## config.mk

```make
export PLATFORM = sky130hd
export DESIGN_NAME = memory_arbiter
export DESIGN_NICKNAME = d
export VERILOG_FILES = /design/src/rtl/memory_arbiter.sv
export SDC_FILE = /design/constraint.sdc
export NUM_CORES = 1
export LEC_CHECK = 0
export BUFFER_PORTS_ARGS = -buffer_cell sky130_fd_sc_hd__buf_2
export CAP_MARGIN = 20
export CORE_UTILIZATION = 38
export DETAILED_ROUTE_END_ITERATION = 8
export GPL_TIMING_DRIVEN = 0
export PLACE_DENSITY = 0.74
export SETUP_SLACK_MARGIN = 0.15
export SYNTH_ARGS = -nofsm -noshare
export SYNTH_HDL_FRONTEND = slang
export SYNTH_SLANG_ARGS = --single-unit
```

## constraint.sdc

```tcl
create_clock -name clk -period 2.3 [get_ports clk]
set_clock_uncertainty 0.05 [all_clocks]
set_input_delay 0.23 -clock clk [delete_from_list [all_inputs] [get_ports clk]]
set_output_delay 0.23 -clock clk [all_outputs]
set_load 0.005 [all_outputs]
```

## src/rtl/memory_arbiter.sv

```systemverilog
// memory_arbiter
// Two-port (instruction / data) arbiter in front of a single-outstanding
// memory interface. Each port owns one request slot; grants alternate between
// the ports when both compete, and a BUSY watchdog aborts a transaction whose
// response never arrives.
module memory_arbiter #(
    parameter int TIMEOUT = 255
) (
    input  logic        clk,
    input  logic        rst,

    input  logic        i_valid,
    input  logic [31:0] i_addr,
    input  logic [31:0] i_wdata,
    input  logic [3:0]  i_wstrb,
    output logic [31:0] i_rdata,
    output logic        i_ready,

    input  logic        d_valid,
    input  logic [31:0] d_addr,
    input  logic [31:0] d_wdata,
    input  logic [3:0]  d_wstrb,
    output logic [31:0] d_rdata,
    output logic        d_ready,

    output logic        mem_valid,
    output logic        mem_instr,
    output logic [31:0] mem_addr,
    output logic [31:0] mem_wdata,
    output logic [3:0]  mem_wstrb,
    input  logic [31:0] mem_rdata,
    input  logic        mem_ready,

    output logic        arb_err
);

    // Counter wide enough to hold TIMEOUT-1; at least one bit.
    localparam int CW = (TIMEOUT > 1) ? $clog2(TIMEOUT + 1) : 1;

    typedef enum logic {
        IDLE = 1'b0,
        BUSY = 1'b1
    } state_t;

    // Port index 0 = instruction, 1 = data.
    localparam logic PORT_I = 1'b0;
    localparam logic PORT_D = 1'b1;

    state_t          state_reg, state_next;

    logic [1:0]      p_valid;
    logic [31:0]     p_addr_in  [2];
    logic [31:0]     p_wdata_in [2];
    logic [3:0]      p_wstrb_in [2];

    logic [1:0]      pend_reg;
    logic [1:0]      busy_reg;
    logic [31:0]     slot_addr_reg  [2];
    logic [31:0]     slot_wdata_reg [2];
    logic [3:0]      slot_wstrb_reg [2];

    logic [1:0]      accept;
    logic [1:0]      cand;
    logic [1:0]      p_ready;
    logic [31:0]     p_rdata [2];

    logic            last_grant_reg;
    logic [CW-1:0]   cnt_reg;

    logic            mem_valid_reg;
    logic            mem_instr_reg;
    logic [31:0]     mem_addr_reg;
    logic [31:0]     mem_wdata_reg;
    logic [3:0]      mem_wstrb_reg;

    logic            grant_en;
    logic            grant_sel;
    logic            done;
    logic            tmo;
    logic [31:0]     g_addr;
    logic [31:0]     g_wdata;
    logic [3:0]      g_wstrb;

    assign p_valid       = {d_valid, i_valid};
    assign p_addr_in[0]  = i_addr;
    assign p_addr_in[1]  = d_addr;
    assign p_wdata_in[0] = i_wdata;
    assign p_wdata_in[1] = d_wdata;
    assign p_wstrb_in[0] = i_wstrb;
    assign p_wstrb_in[1] = d_wstrb;

    assign i_ready = p_ready[0];
    assign d_ready = p_ready[1];
    assign i_rdata = p_rdata[0];
    assign d_rdata = p_rdata[1];

    assign mem_valid = mem_valid_reg;
    assign mem_instr = mem_instr_reg;
    assign mem_addr  = mem_addr_reg;
    assign mem_wdata = mem_wdata_reg;
    assign mem_wstrb = mem_wstrb_reg;

    // Per-port slot logic: acceptance, pending flag, busy flag, captured request.
    generate
        for (genvar gi = 0; gi < 2; gi++) begin : g_slot
            // A busy port only takes a new request in the cycle its ready fires.
            assign accept[gi] = p_valid[gi] && (!busy_reg[gi] || p_ready[gi]);
            // Pending and same-cycle accept are mutually exclusive while IDLE,
            // because no ready can fire in IDLE.
            assign cand[gi]   = pend_reg[gi] || accept[gi];

            // Captured request fields follow any accepted valid.
            always_ff @(posedge clk or negedge rst) begin
                if (!rst) begin
                    slot_addr_reg[gi]  <= '0;
                    slot_wdata_reg[gi] <= '0;
                    slot_wstrb_reg[gi] <= '0;
                end else if (accept[gi]) begin
                    slot_addr_reg[gi]  <= p_addr_in[gi];
                    slot_wdata_reg[gi] <= p_wdata_in[gi];
                    slot_wstrb_reg[gi] <= p_wstrb_in[gi];
                end
            end

            // Pending clears when granted; busy spans accept through ready.
            always_ff @(posedge clk or negedge rst) begin
                if (!rst) begin
                    pend_reg[gi] <= 1'b0;
                    busy_reg[gi] <= 1'b0;
                end else begin
                    if (grant_en && (grant_sel == gi[0]))
                        pend_reg[gi] <= 1'b0;
                    else if (accept[gi])
                        pend_reg[gi] <= 1'b1;

                    if (accept[gi])
                        busy_reg[gi] <= 1'b1;
                    else if (p_ready[gi])
                        busy_reg[gi] <= 1'b0;
                end
            end

            // Response routing: only the owner sees ready, and data only on a real response.
            assign p_rdata[gi] = (p_ready[gi] && mem_ready) ? mem_rdata : 32'h0;
        end
    endgenerate

    // Granted request comes from the slot if it was waiting, else straight from the port.
    assign g_addr  = pend_reg[grant_sel] ? slot_addr_reg[grant_sel]  : p_addr_in[grant_sel];
    assign g_wdata = pend_reg[grant_sel] ? slot_wdata_reg[grant_sel] : p_wdata_in[grant_sel];
    assign g_wstrb = pend_reg[grant_sel] ? slot_wstrb_reg[grant_sel] : p_wstrb_in[grant_sel];

    // State register.
    always_ff @(posedge clk or negedge rst) begin
        if (!rst)
            state_reg <= IDLE;
        else
            state_reg <= state_next;
    end

    // Next-state, grant selection, completion and timeout decode.
    always_comb begin
        state_next = state_reg;
        grant_en   = 1'b0;
        grant_sel  = PORT_I;
        done       = 1'b0;
        tmo        = 1'b0;
        p_ready    = 2'b00;
        arb_err    = 1'b0;

        case (state_reg)
            IDLE: begin
                // Late responses in IDLE fall through untouched.
                if (cand == 2'b11)
                    grant_sel = ~last_grant_reg;
                else if (cand[1])
                    grant_sel = PORT_D;
                else
                    grant_sel = PORT_I;
                if (|cand) begin
                    grant_en   = 1'b1;
                    state_next = BUSY;
                end
            end
            BUSY: begin
                // A response in the expiry cycle wins over the abort.
                tmo  = (TIMEOUT > 0) && (cnt_reg == CW'(TIMEOUT - 1)) && !mem_ready;
                done = mem_ready || tmo;
                if (done) begin
                    p_ready[0] = mem_instr_reg;
                    p_ready[1] = !mem_instr_reg;
                    arb_err    = tmo;
                    state_next = IDLE;
                end
            end
            default: state_next = IDLE;
        endcase
    end

    // Round-robin memory: remembers the winner of the last contested grant,
    // so uncontested grants do not disturb the alternation between pairs.
    always_ff @(posedge clk or negedge rst) begin
        if (!rst)
            last_grant_reg <= PORT_D;
        else if (grant_en && (cand == 2'b11))
            last_grant_reg <= grant_sel;
    end

    // BUSY cycle counter: zero on the first BUSY cycle.
    always_ff @(posedge clk or negedge rst) begin
        if (!rst)
            cnt_reg <= '0;
        else if (grant_en)
            cnt_reg <= '0;
        else if ((state_reg == BUSY) && (TIMEOUT > 0) && (cnt_reg != {CW{1'b1}}))
            cnt_reg <= cnt_reg + CW'(1);
    end

    // Downstream request: one-cycle valid pulse, fields held until the next grant.
    always_ff @(posedge clk or negedge rst) begin
        if (!rst) begin
            mem_valid_reg <= 1'b0;
            mem_instr_reg <= 1'b0;
            mem_addr_reg  <= '0;
            mem_wdata_reg <= '0;
            mem_wstrb_reg <= '0;
        end else begin
            mem_valid_reg <= grant_en;
            if (grant_en) begin
                mem_instr_reg <= (grant_sel == PORT_I);
                mem_addr_reg  <= g_addr;
                mem_wdata_reg <= g_wdata;
                mem_wstrb_reg <= g_wstrb;
            end
        end
    end

endmodule
```

==> results.json, run 1 <==
{
  "die_h_um": 168,
  "synthSimpleGateAreaFrac": 0.0568,
  "synthMuxAreaShare": 0.367,
  "synthesis.nets": 848,
  "htree_num_levels": 1,
  "dp_hpwl_mm": 18.7,
  "wire_per_inst_um": 19.5,
  "rsz0062_at_grt": "true",
  "cts_root_buf": "clkbuf_16",
  "synth_fa_ha_area_frac": 0.00240,
  "tritoncts": "built",
  "ioPinCount": 310,
  "place.gp.congestion": 0.748,
  "crit_path_end_kind": "flop",
  "cp.required_ns": 2.66,
  "yosysWarnings": 0,
  "postLayoutCellArea_mm2": 0.0155,
  "synth_compound_area_frac": 0.0169,
  "grt_pass1_vias": 8480,
  "avgSynthCellArea_um2": 15.5,
  "hold_viol": 0,
  "min_period_ns": 2.54,
  "port_buffers": 309,
  "status": "finished with violations",
  "drt_first_pass_iters": 4,
  "critPathMaxFanout": 5,
  "fin_cells": 1534,
  "slowest_stage": "mux4_2",
  "layout_commonest_cell": "buf_2",
  "start_kind": "flop",
  "drtIter0Drc": 386,
  "areaGrowthSynthToFinish_pct": 48.1,
  "antenna_found_initial": 1,
  "nets": 1350,
  "ys_ff_latch": 220,
  "grt.overflow.total": 0,
  "syn_area_mm2": 0.0104,
  "yosysSeqAreaShare": 0.527,
  "final_max_slew_viol_count": 0,
  "dp_cells": 1326,
  "worst-r2r-setup-slack_ns": -0.24,
  "total_power_uw": 20000,
  "detail_route.wirelength_mm": 30.0,
  "layout_common_cells": "308 x buf_2, 218 x dfrtp_1, 160 x mux2_2",
  "start_util": 0.388,
  "fin_ws_ns": -0.235,
  "post-route-period-util": 1.10,
  "dieArea_mm2": 0.0282,
  "max_slew_margin": 0.564,
  "synth_top_family_by_area": "multiplexers",
  "dpl_cell_area_mm2": 0.0125,
  "clkTransAtPathRegs_ns": 0.06,
  "cp_slowest_stage_delay_ns": 0.49,
  "crit_family": "multiplexers",
  "worstMarginPinSlew_ns": 0.654,
  "cts_buffers": 25,
  "path_cells": "inv_1 > ha_1 > and3_4 > a211oi_4 > o31ai_4 > buf_6 > buf_12 > clkbuf_16 > mux4_2 > mux2_4",
  "num_vias": 7828,
  "grt_pass1_wl_mm": 46.2,
  "critPathBufInv": 4,
  "maxCapViolations": 0,
  "yosysUniqueCellTypes": 34,
  "fillers": 2054,
  "synth_xor_area_frac": 0.00503,
  "remaining_drc_errors": 0,
  "grt_util_all_layers": 0.208,
  "clock_sinks": 220,
  "core_mm2": 0.0270,
  "peakVddDrop_mv": 0.741,
  "drive_above_1_share": 0.591,
  "leakagePower_uw": 0.00723,
  "critPathKind": "flop to flop",
  "rr_startpoint": "cnt_reg[0]",
  "rr_endpoint": "mem_wdata[18]",
  "drtAntennaViolNets": 0,
  "p_per_area_mw_per_mm2": 1290,
  "rows": 60,
  "grt_max_degree": 99,
  "clockBufferDepth": 3,
  "die_x_um": 168,
  "violations": "setup timing",
  "dp_worst_setup_slack_ns": -1.02,
  "ff2ff_path_depth": 10,
  "clock_latency_ns": 0.53,
  "utilization": 0.574,
  "setup-violations-final": 88,
  "fmax_mhz": 394,
  "viasPerCell": 5.10,
  "hold_path_class": "input port to asynchronous set/reset pin",
  "arrival_ns": 2.90,
  "netlist_instances": 673
}
[routing by layer]
metal / up-vias / track usage / part of all wire
li1: 3489 / - / -
met1: 4059 / 0.265 / 0.41
met2: 231 / 0.356 / 0.50
met3: 49 / 0.0435 / 0.054
met4: 0 / 0.0626 / 0.026
met5: - / 0 / 0
[cells in the mapped netlist]
cell | n | share of area
nand2b_1 | 5 | 0.0030
a41oi_2 | 1 | 0.0016
xor2_1 | 3 | 0.0025
a21o_1 | 1 | 0.00072
nor2_1 | 12 | 0.0043
mux2_2 | 204 | 0.22
nand3_1 | 2 | 0.00096
mux4_2 | 68 | 0.15
o31ai_4 | 1 | 0.0020
nand4_1 | 2 | 0.0012
or3_1 | 2 | 0.0012
and4_1 | 1 | 0.00084
a211oi_1 | 1 | 0.00072
dfrtp_1 | 219 | 0.52
a21oi_4 | 1 | 0.0016
o21a_1 | 1 | 0.00072
and3_2 | 2 | 0.0014
nor3_1 | 1 | 0.00048
clkbuf_1 | 20 | 0.0072
inv_1 | 5 | 0.0018
and2_1 | 67 | 0.040
o21ai_0 | 6 | 0.0029
buf_6 | 8 | 0.0086
a21boi_0 | 1 | 0.00072
o41ai_1 | 1 | 0.00084
xnor2_1 | 3 | 0.0025
a21oi_1 | 4 | 0.0019
o22ai_1 | 1 | 0.00060
dfstp_2 | 1 | 0.0025
a211oi_4 | 1 | 0.0019
buf_2 | 16 | 0.0077
ha_1 | 2 | 0.0024
nand2_1 | 9 | 0.0032
o31ai_1 | 1 | 0.00072
[logic make-up (layout without fill, tap and decap cells)]
| kind of cell | count (synthesis) | count (layout) |
|---|---|---|
| fa+ha+maj | 2 | 2 |
| buf+inv | 49 | 568 |
| flops | 220 | 220 |
| simple gates | 103 | 103 |
| other cells | 0 | 1 |
| xor+xnor | 6 | 6 |
| mux | 272 | 272 |
| compound gates | 21 | 21 |
[through the flow]
stage               setup TNS [ns]  hold slack (ns)
floorplan                    -9.23           -0.116
global placement           -745.12            0.418
detailed placement         -108.62           0.0659
CTS                         -13.91            0.102
global route                -22.91            0.123
finish                      -13.95            0.117
[layout make-up]
type / count / area [um2] / share of cell area
Multi-Input combinational cell: 404 / 4910 / 0.318
Inverter: 5 / 18.8 / 0.00121
Buffer: 43 / 400 / 0.0259
Timing Repair Buffer: 476 / 3370 / 0.218
Clock inverter: 3 / 68.8 / 0.00445
Tap cell: 341 / 427 / 0.0276
Clock buffer: 41 / 766 / 0.0495
Antenna cell: 1 / 2.50 / 0.000162
Sequential cell: 220 / 5510 / 0.356
[worst max-delay path by stage]
stage | from | end | slack (ns) | cells past startpoint
finish | cnt_reg[0] | mem_wdata[18] | -0.24 | 10
floorplan | cnt_reg[0] | mem_addr[0] | -0.14 | 8
global placement | rst | slot_wdata_reg[46] | -2.94 | 1
global route | cnt_reg[0] | mem_addr[11] | -0.30 | 9
CTS | cnt_reg[0] | mem_addr[15] | -0.22 | 9
detailed placement | state_reg | mem_wdata[13] | -1.02 | 6
[worst register-to-register path, cell delays in order (launching register included)]
cell	delay, ns
dfrtp_1	0.37
inv_1	0.06
ha_1	0.14
and3_4	0.21
a211oi_4	0.08
o31ai_4	0.28
buf_6	0.19
buf_12	0.14
clkbuf_16	0.15
mux4_2	0.49
mux2_4	0.27
[where the power goes]
group | total, uW | internal, uW | switching (uW) | leakage [uW]
clock network | 4040 | 2480 | 1570 | 0.000408
logic | 9090 | 5630 | 3470 | 0.00420
registers | 6850 | 5850 | 1000 | 0.00262
total | 20000 | 14000 | 6030 | 0.00723
[what timing repair did]
action                                  CTS  global route
hold buffers                            139             0
cloned                                    3             4
gates resized for setup                 103            32
buffers inserted                         11             7
hold endpoints to repair                261             0
pin swaps                                 4             3
endpoints found under the setup margin  278           269
(Power assumes the default switching activity.)
==> inputs of run 2 (changes only) <==
--- a/config.mk
+++ b/config.mk
@@ -8,6 +8,7 @@
 export BUFFER_PORTS_ARGS = -buffer_cell sky130_fd_sc_hd__buf_2
 export CAP_MARGIN = 20
 export CORE_UTILIZATION = 38
+export CTS_BUF_LIST = sky130_fd_sc_hd__clkbuf_4 sky130_fd_sc_hd__clkbuf_8
 export DETAILED_ROUTE_END_ITERATION = 8
 export GPL_TIMING_DRIVEN = 0
 export PLACE_DENSITY = 0.74
==> run 2 against run 1 <==
Compared with the run above: non-clock buffer count increased by 4; die area unchanged; setup slack got worse by 0.014 ns; the run still ends with setup timing left; sequential power about the same; total power decreased by 0.18%; flip-flop and latch count unchanged; fmax decreased by 0.57%; largest power group unchanged.
==> results.json, run 2 (same netlist as run 1, synthesis figures left out) <==
{
  "status": "finished with violations",
  "violations": "setup timing",
  "dieArea_mm2": 0.0282,
  "rr_startpoint": "cnt_reg[0]",
  "rsz0062_at_grt": "true",
  "fin_ws_ns": -0.250,
  "cp.required_ns": 2.67,
  "rr_endpoint": "mem_wdata[5]",
  "ioPinCount": 310,
  "tritoncts": "built",
  "max_slew_margin": 0.513,
  "clock_latency_ns": 0.53,
  "setup_tns_ns": -13.17,
  "grt_util_all_layers": 0.211,
  "grt.overflow.total": 0,
  "areaGrowthSynthToFinish_pct": 50.2,
  "grt_max_degree": 99,
  "htree_num_levels": 2,
  "route.met3.wl_mm": 1.95,
  "critPathKind": "flop to flop",
  "setup-violations-final": 88,
  "layout_commonest_cell": "buf_2",
  "fin_cells": 1561,
  "worstMarginPinSlew_ns": 0.730,
  "num_vias": 8043,
  "dp_hpwl_mm": 18.7,
  "p_per_area_mw_per_mm2": 1270,
  "antenna_found_initial": 1,
  "layout_common_cells": "291 x buf_2, 218 x dfrtp_1, 156 x mux2_2",
  "start_kind": "flop",
  "wire_per_inst_um": 19.8,
  "worst-r2r-setup-slack_ns": -0.25,
  "drt_first_pass_iters": 4,
  "post-route-period-util": 1.11,
  "grt_pass1_vias": 8641,
  "port_buffers": 309,
  "clock_sinks": 220,
  "total_power_uw": 19900,
  "final_max_slew_viol_count": 0,
  "nets": 1368,
  "remaining_drc_errors": 0,
  "drive_above_1_share": 0.622,
  "hold_depth": 3,
  "detail_route.wirelength_mm": 30.9,
  "die_h_um": 168,
  "start_util": 0.388,
  "leakagePower_uw": 0.00733,
  "clockBufferDepth": 3,
  "rows": 60,
  "grt_pass1_wl_mm": 46.6,
  "critPathMaxFanout": 6,
  "clkTransAtPathRegs_ns": 0.06,
  "arrival_ns": 2.91,
  "fmax_mhz": 392,
  "min_from": "mem_ready",
  "drtAntennaViolNets": 0,
  "hold_path_class": "input port to flop",
  "maxCapViolations": 0,
  "place.gp.congestion": 0.748,
  "peakVddDrop_mv": 0.765,
  "crit_path_end_kind": "flop",
  "dp_cells": 1326,
  "fillers": 2024,
  "drtIter0Drc": 387,
  "wl_met2_mm": 15.6,
  "min_period_ns": 2.55,
  "cts_root_buf": "clkbuf_8",
  "holdPathEnd": "state_reg",
  "dr.max_layer_used": "met4",
  "ff2ff_path_depth": 10,
  "hold_viol": 0,
  "die_x_um": 168,
  "cts_buffers": 39,
  "viasPerCell": 5.15,
  "wl_met1_mm": 12.3,
  "utilization": 0.582,
  "core_mm2": 0.0270
}
[run 2: worst max-delay path: stages, from the launching register on]
cell	delay, ns
dfrtp_1	0.37
inv_1	0.06
ha_1	0.14
and3_4	0.21
a211oi_4	0.07
o31ai_4	0.30
buf_8	0.22
buf_12	0.13
buf_16	0.11
mux4_2	0.48
mux2_2	0.27
[run 2: how the worst max path moves through the flow]
stage / start / to / depth (start not counted)
2_1_floorplan: cnt_reg[0] / mem_addr[0] / 8
3_3_place_gp: rst / slot_wdata_reg[46] / 1
3_5_place_dp: state_reg / mem_wdata[13] / 6
4_1_cts: cnt_reg[0] / mem_addr[6] / 9
5_1_grt: cnt_reg[0] / mem_wdata[11] / 10
6_report: cnt_reg[0] / mem_wdata[5] / 10
[run 2: stage by stage]
stage	instance area (um2)	hold WS, ns	setup WS [ns]
finish	15700	0.0872	-0.250
CTS	15300	0.0703	-0.217
floorplan	10500	-0.116	-0.137
global placement	12400	0.418	-2.94
detailed placement	12500	0.0659	-1.02
global route	15700	0.0709	-0.303
[run 2: cell type report]
type	instances	area, um2	share of cell area
Sequential cell	220	5510	0.351
Tap cell	341	427	0.0272
Clock buffer	60	763	0.0486
Clock inverter	7	73.8	0.00470
Multi-Input combinational cell	404	4980	0.317
Antenna cell	1	2.50	0.000159
Timing Repair Buffer	480	3510	0.224
Buffer	43	407	0.0259
Inverter	5	18.8	0.00120
[run 2: power by group]
group          total (uW)  switching, uW  internal, uW
Clock                3870           1640          2240
Combinational        9210           3500          5700
Sequential           6870           1020          5850
[run 2: metal layers]
metal / track usage / vias up
met3: 0.0545 / 81
met4: 0.0893 / 0
met1: 0.262 / 4141
met5: 0 / -
li1: - / 3537
met2: 0.348 / 284
[run 2: timing repair]
action,4_1_cts,5_1_grt
hold buffers,139,0
setup endpoints to repair,278,267
buffers inserted,11,10
cloned,3,5
resized for setup,114,72
endpoints found under the hold margin,261,0
pin swaps,4,21
==> inputs of run 3 (changes only) <==
--- a/config.mk
+++ b/config.mk
@@ -11,7 +11,7 @@
 export CTS_BUF_LIST = sky130_fd_sc_hd__clkbuf_4 sky130_fd_sc_hd__clkbuf_8
 export DETAILED_ROUTE_END_ITERATION = 8
 export GPL_TIMING_DRIVEN = 0
-export PLACE_DENSITY = 0.74
+export PLACE_DENSITY = 0.67
 export SETUP_SLACK_MARGIN = 0.15
 export SYNTH_ARGS = -nofsm -noshare
 export SYNTH_HDL_FRONTEND = slang
==> run 3 against run 2 <==
Compared with the run above: sequential power about the same; design area up 6.2%; via count up 0.15%; critical endpoint is now mem_addr[18]; flip-flop and latch count unchanged; die area unchanged; the flow still finishes with violations (setup timing); critical path depth down 1; global-route usage down 0.78 points; first-iteration DRC count down 2.8%; clock-buffer cell count down 1; non-clock buffer count up 34.
==> results.json, run 3 (same netlist as run 1, synthesis figures left out) <==
{
  "status": "finished with violations",
  "violations": "setup timing",
  "clock_sinks": 220,
  "critPathKind": "flop to flop",
  "critPathMaxFanout": 6,
  "max_slew_margin": 0.521,
  "slowest_stage": "mux4_2",
  "utilization": 0.618,
  "core_mm2": 0.0270,
  "start_util": 0.388,
  "grt_pass1_vias": 8533,
  "worst-r2r-setup-slack_ns": -0.17,
  "p_per_area_mw_per_mm2": 1250,
  "rsz0062_at_grt": "true",
  "dieArea_mm2": 0.0282,
  "cts_root_buf": "clkbuf_8",
  "port_buffers": 309,
  "fin_ws_ns": -0.166,
  "areaGrowthSynthToFinish_pct": 59.6,
  "setup_tns_ns": -8.63,
  "num_vias": 8055,
  "remaining_drc_errors": 0,
  "grt_max_degree": 101,
  "fmax_mhz": 406,
  "dp_cells": 1325,
  "fin_cells": 1590,
  "dr.max_layer_used": "met4",
  "die_h_um": 168,
  "crit_family": "multiplexers",
  "ff2ff_path_depth": 9,
  "ioPinCount": 310,
  "path_cells": "inv_1 > ha_1 > and3_4 > a211oi_4 > o31ai_4 > buf_8 > clkbuf_16 > mux4_2 > mux2_2",
  "rr_startpoint": "cnt_reg[0]",
  "nets": 1403,
  "min_period_ns": 2.47,
  "place.gp.congestion": 0.736,
  "crit_path_end_kind": "flop",
  "grt_pass1_wl_mm": 45.2,
  "detail_route.wirelength_mm": 32.1,
  "wire_per_inst_um": 20.2,
  "viasPerCell": 5.07,
  "cts_buffers": 40,
  "cp_slowest_stage_delay_ns": 0.49,
  "hold_path_class": "input port to asynchronous set/reset pin",
  "rows": 60,
  "antenna_found_initial": 1,
  "route.met3.wl_mm": 1.66,
  "critPathBufInv": 3,
  "drtIter0Drc": 376,
  "clkTransAtPathRegs_ns": 0.06,
  "drive_above_1_share": 0.640,
  "wl_met1_mm": 13.5,
  "final_max_slew_viol_count": 0,
  "layout_common_cells": "283 x buf_2, 218 x dfrtp_1, 139 x dlygate4sd3_1",
  "dp_hpwl_mm": 18.7,
  "clockBufferDepth": 3,
  "peakVddDrop_mv": 0.750,
  "fillers": 2010,
  "hold_viol": 0,
  "worstMarginPinSlew_ns": 0.719,
  "post-route-period-util": 1.07,
  "drt_first_pass_iters": 4,
  "drtAntennaViolNets": 0,
  "cp.required_ns": 2.65,
  "setup-violations-final": 80,
  "htree_num_levels": 2,
  "grt.overflow.total": 0,
  "grt_util_all_layers": 0.203,
  "die_x_um": 168,
  "tritoncts": "built",
  "layout_commonest_cell": "buf_2",
  "wl_met2_mm": 16.3,
  "arrival_ns": 2.82,
  "start_kind": "flop",
  "maxCapViolations": 0,
  "clock_latency_ns": 0.52,
  "leakagePower_uw": 0.00807,
  "rr_endpoint": "mem_addr[18]"
}
==> run 3: changes by cell type in the layout (fill, tap and decap cells not counted), moves of 3 or more <==
cell	delta
mux2_4	+72
buf_2	-8
buf_6	+18
nand2_2	-3
and2_4	+6
and2_1	-7
mux2_2	-72
clkbuf_16	+12
buf_12	+15
==> run 3: report_power, final <==
part	internal (uW)	total [uW]	switching (uW)
sequential	5850	6890	1040
clock	2040	3630	1600
combinational	6530	10200	3710
==> run 3: timing repair <==
item	CTS	global route
hold buffers	139	0
hold endpoints to repair	198	0
setup buffers	24	21
setup endpoints to repair	282	258
resized for setup	120	217
pin swaps	13	29
gates cloned	2	17
==> run 3: how the worst max path moves through the flow <==
stage,start,end,slack [ns],depth (start not counted)
6_report,cnt_reg[0],mem_addr[18],-0.17,9
5_1_grt,cnt_reg[0],mem_addr[18],-0.24,9
4_1_cts,cnt_reg[0],mem_wdata[2],-0.17,9
3_5_place_dp,state_reg,mem_wdata[23],-1.10,6
3_3_place_gp,rst,slot_wdata_reg[48],-3.02,1
2_1_floorplan,cnt_reg[0],mem_addr[0],-0.14,8
==> run 3: routing by layer <==
layer  global-route usage  vias up
met3               0.0468       52
met1                0.258     4190
met4               0.0598        0
met5                    0        -
met2                0.345      221
li1                     -     3592
==> run 3: final cells by class <==
type / instances / area [um2] / share of cell area
sequential: 220 / 5510 / 0.330
multi-input combinational: 404 / 5330 / 0.320
timing repair buffer: 514 / 4050 / 0.243
clock buffer: 59 / 743 / 0.0446
buffer: 43 / 573 / 0.0344
tap: 341 / 427 / 0.0256
inverter: 5 / 18.8 / 0.00113
clock inverter: 3 / 15.0 / 0.000901
antenna: 1 / 2.50 / 0.000150
==> run 3: worst reg2reg max path: cells and delay by family, from the launching register on <==
family	cells	cell delay, ns
flip-flops	1	0.37
AND/OR/NAND/NOR	1	0.19
buffers and inverters	3	0.46
AO/OA/AOI/OAI	2	0.35
adder cells (fa/ha/maj)	1	0.14
multiplexers	2	0.77
==> run 3: stage by stage <==
step / power (uW) / hold WS, ns / instance area [um2] / setup slack, ns
6_report: 20800 / 0.182 / 16700 / -0.166
5_1_grt: 21900 / 0.205 / 16700 / -0.240
4_1_cts: 19000 / 0.109 / 15300 / -0.171
3_5_place_dp: 14200 / 0.131 / 12500 / -1.10
3_3_place_gp: 13900 / 0.417 / 12400 / -3.02
2_1_floorplan: 11900 / -0.116 / 10500 / -0.137
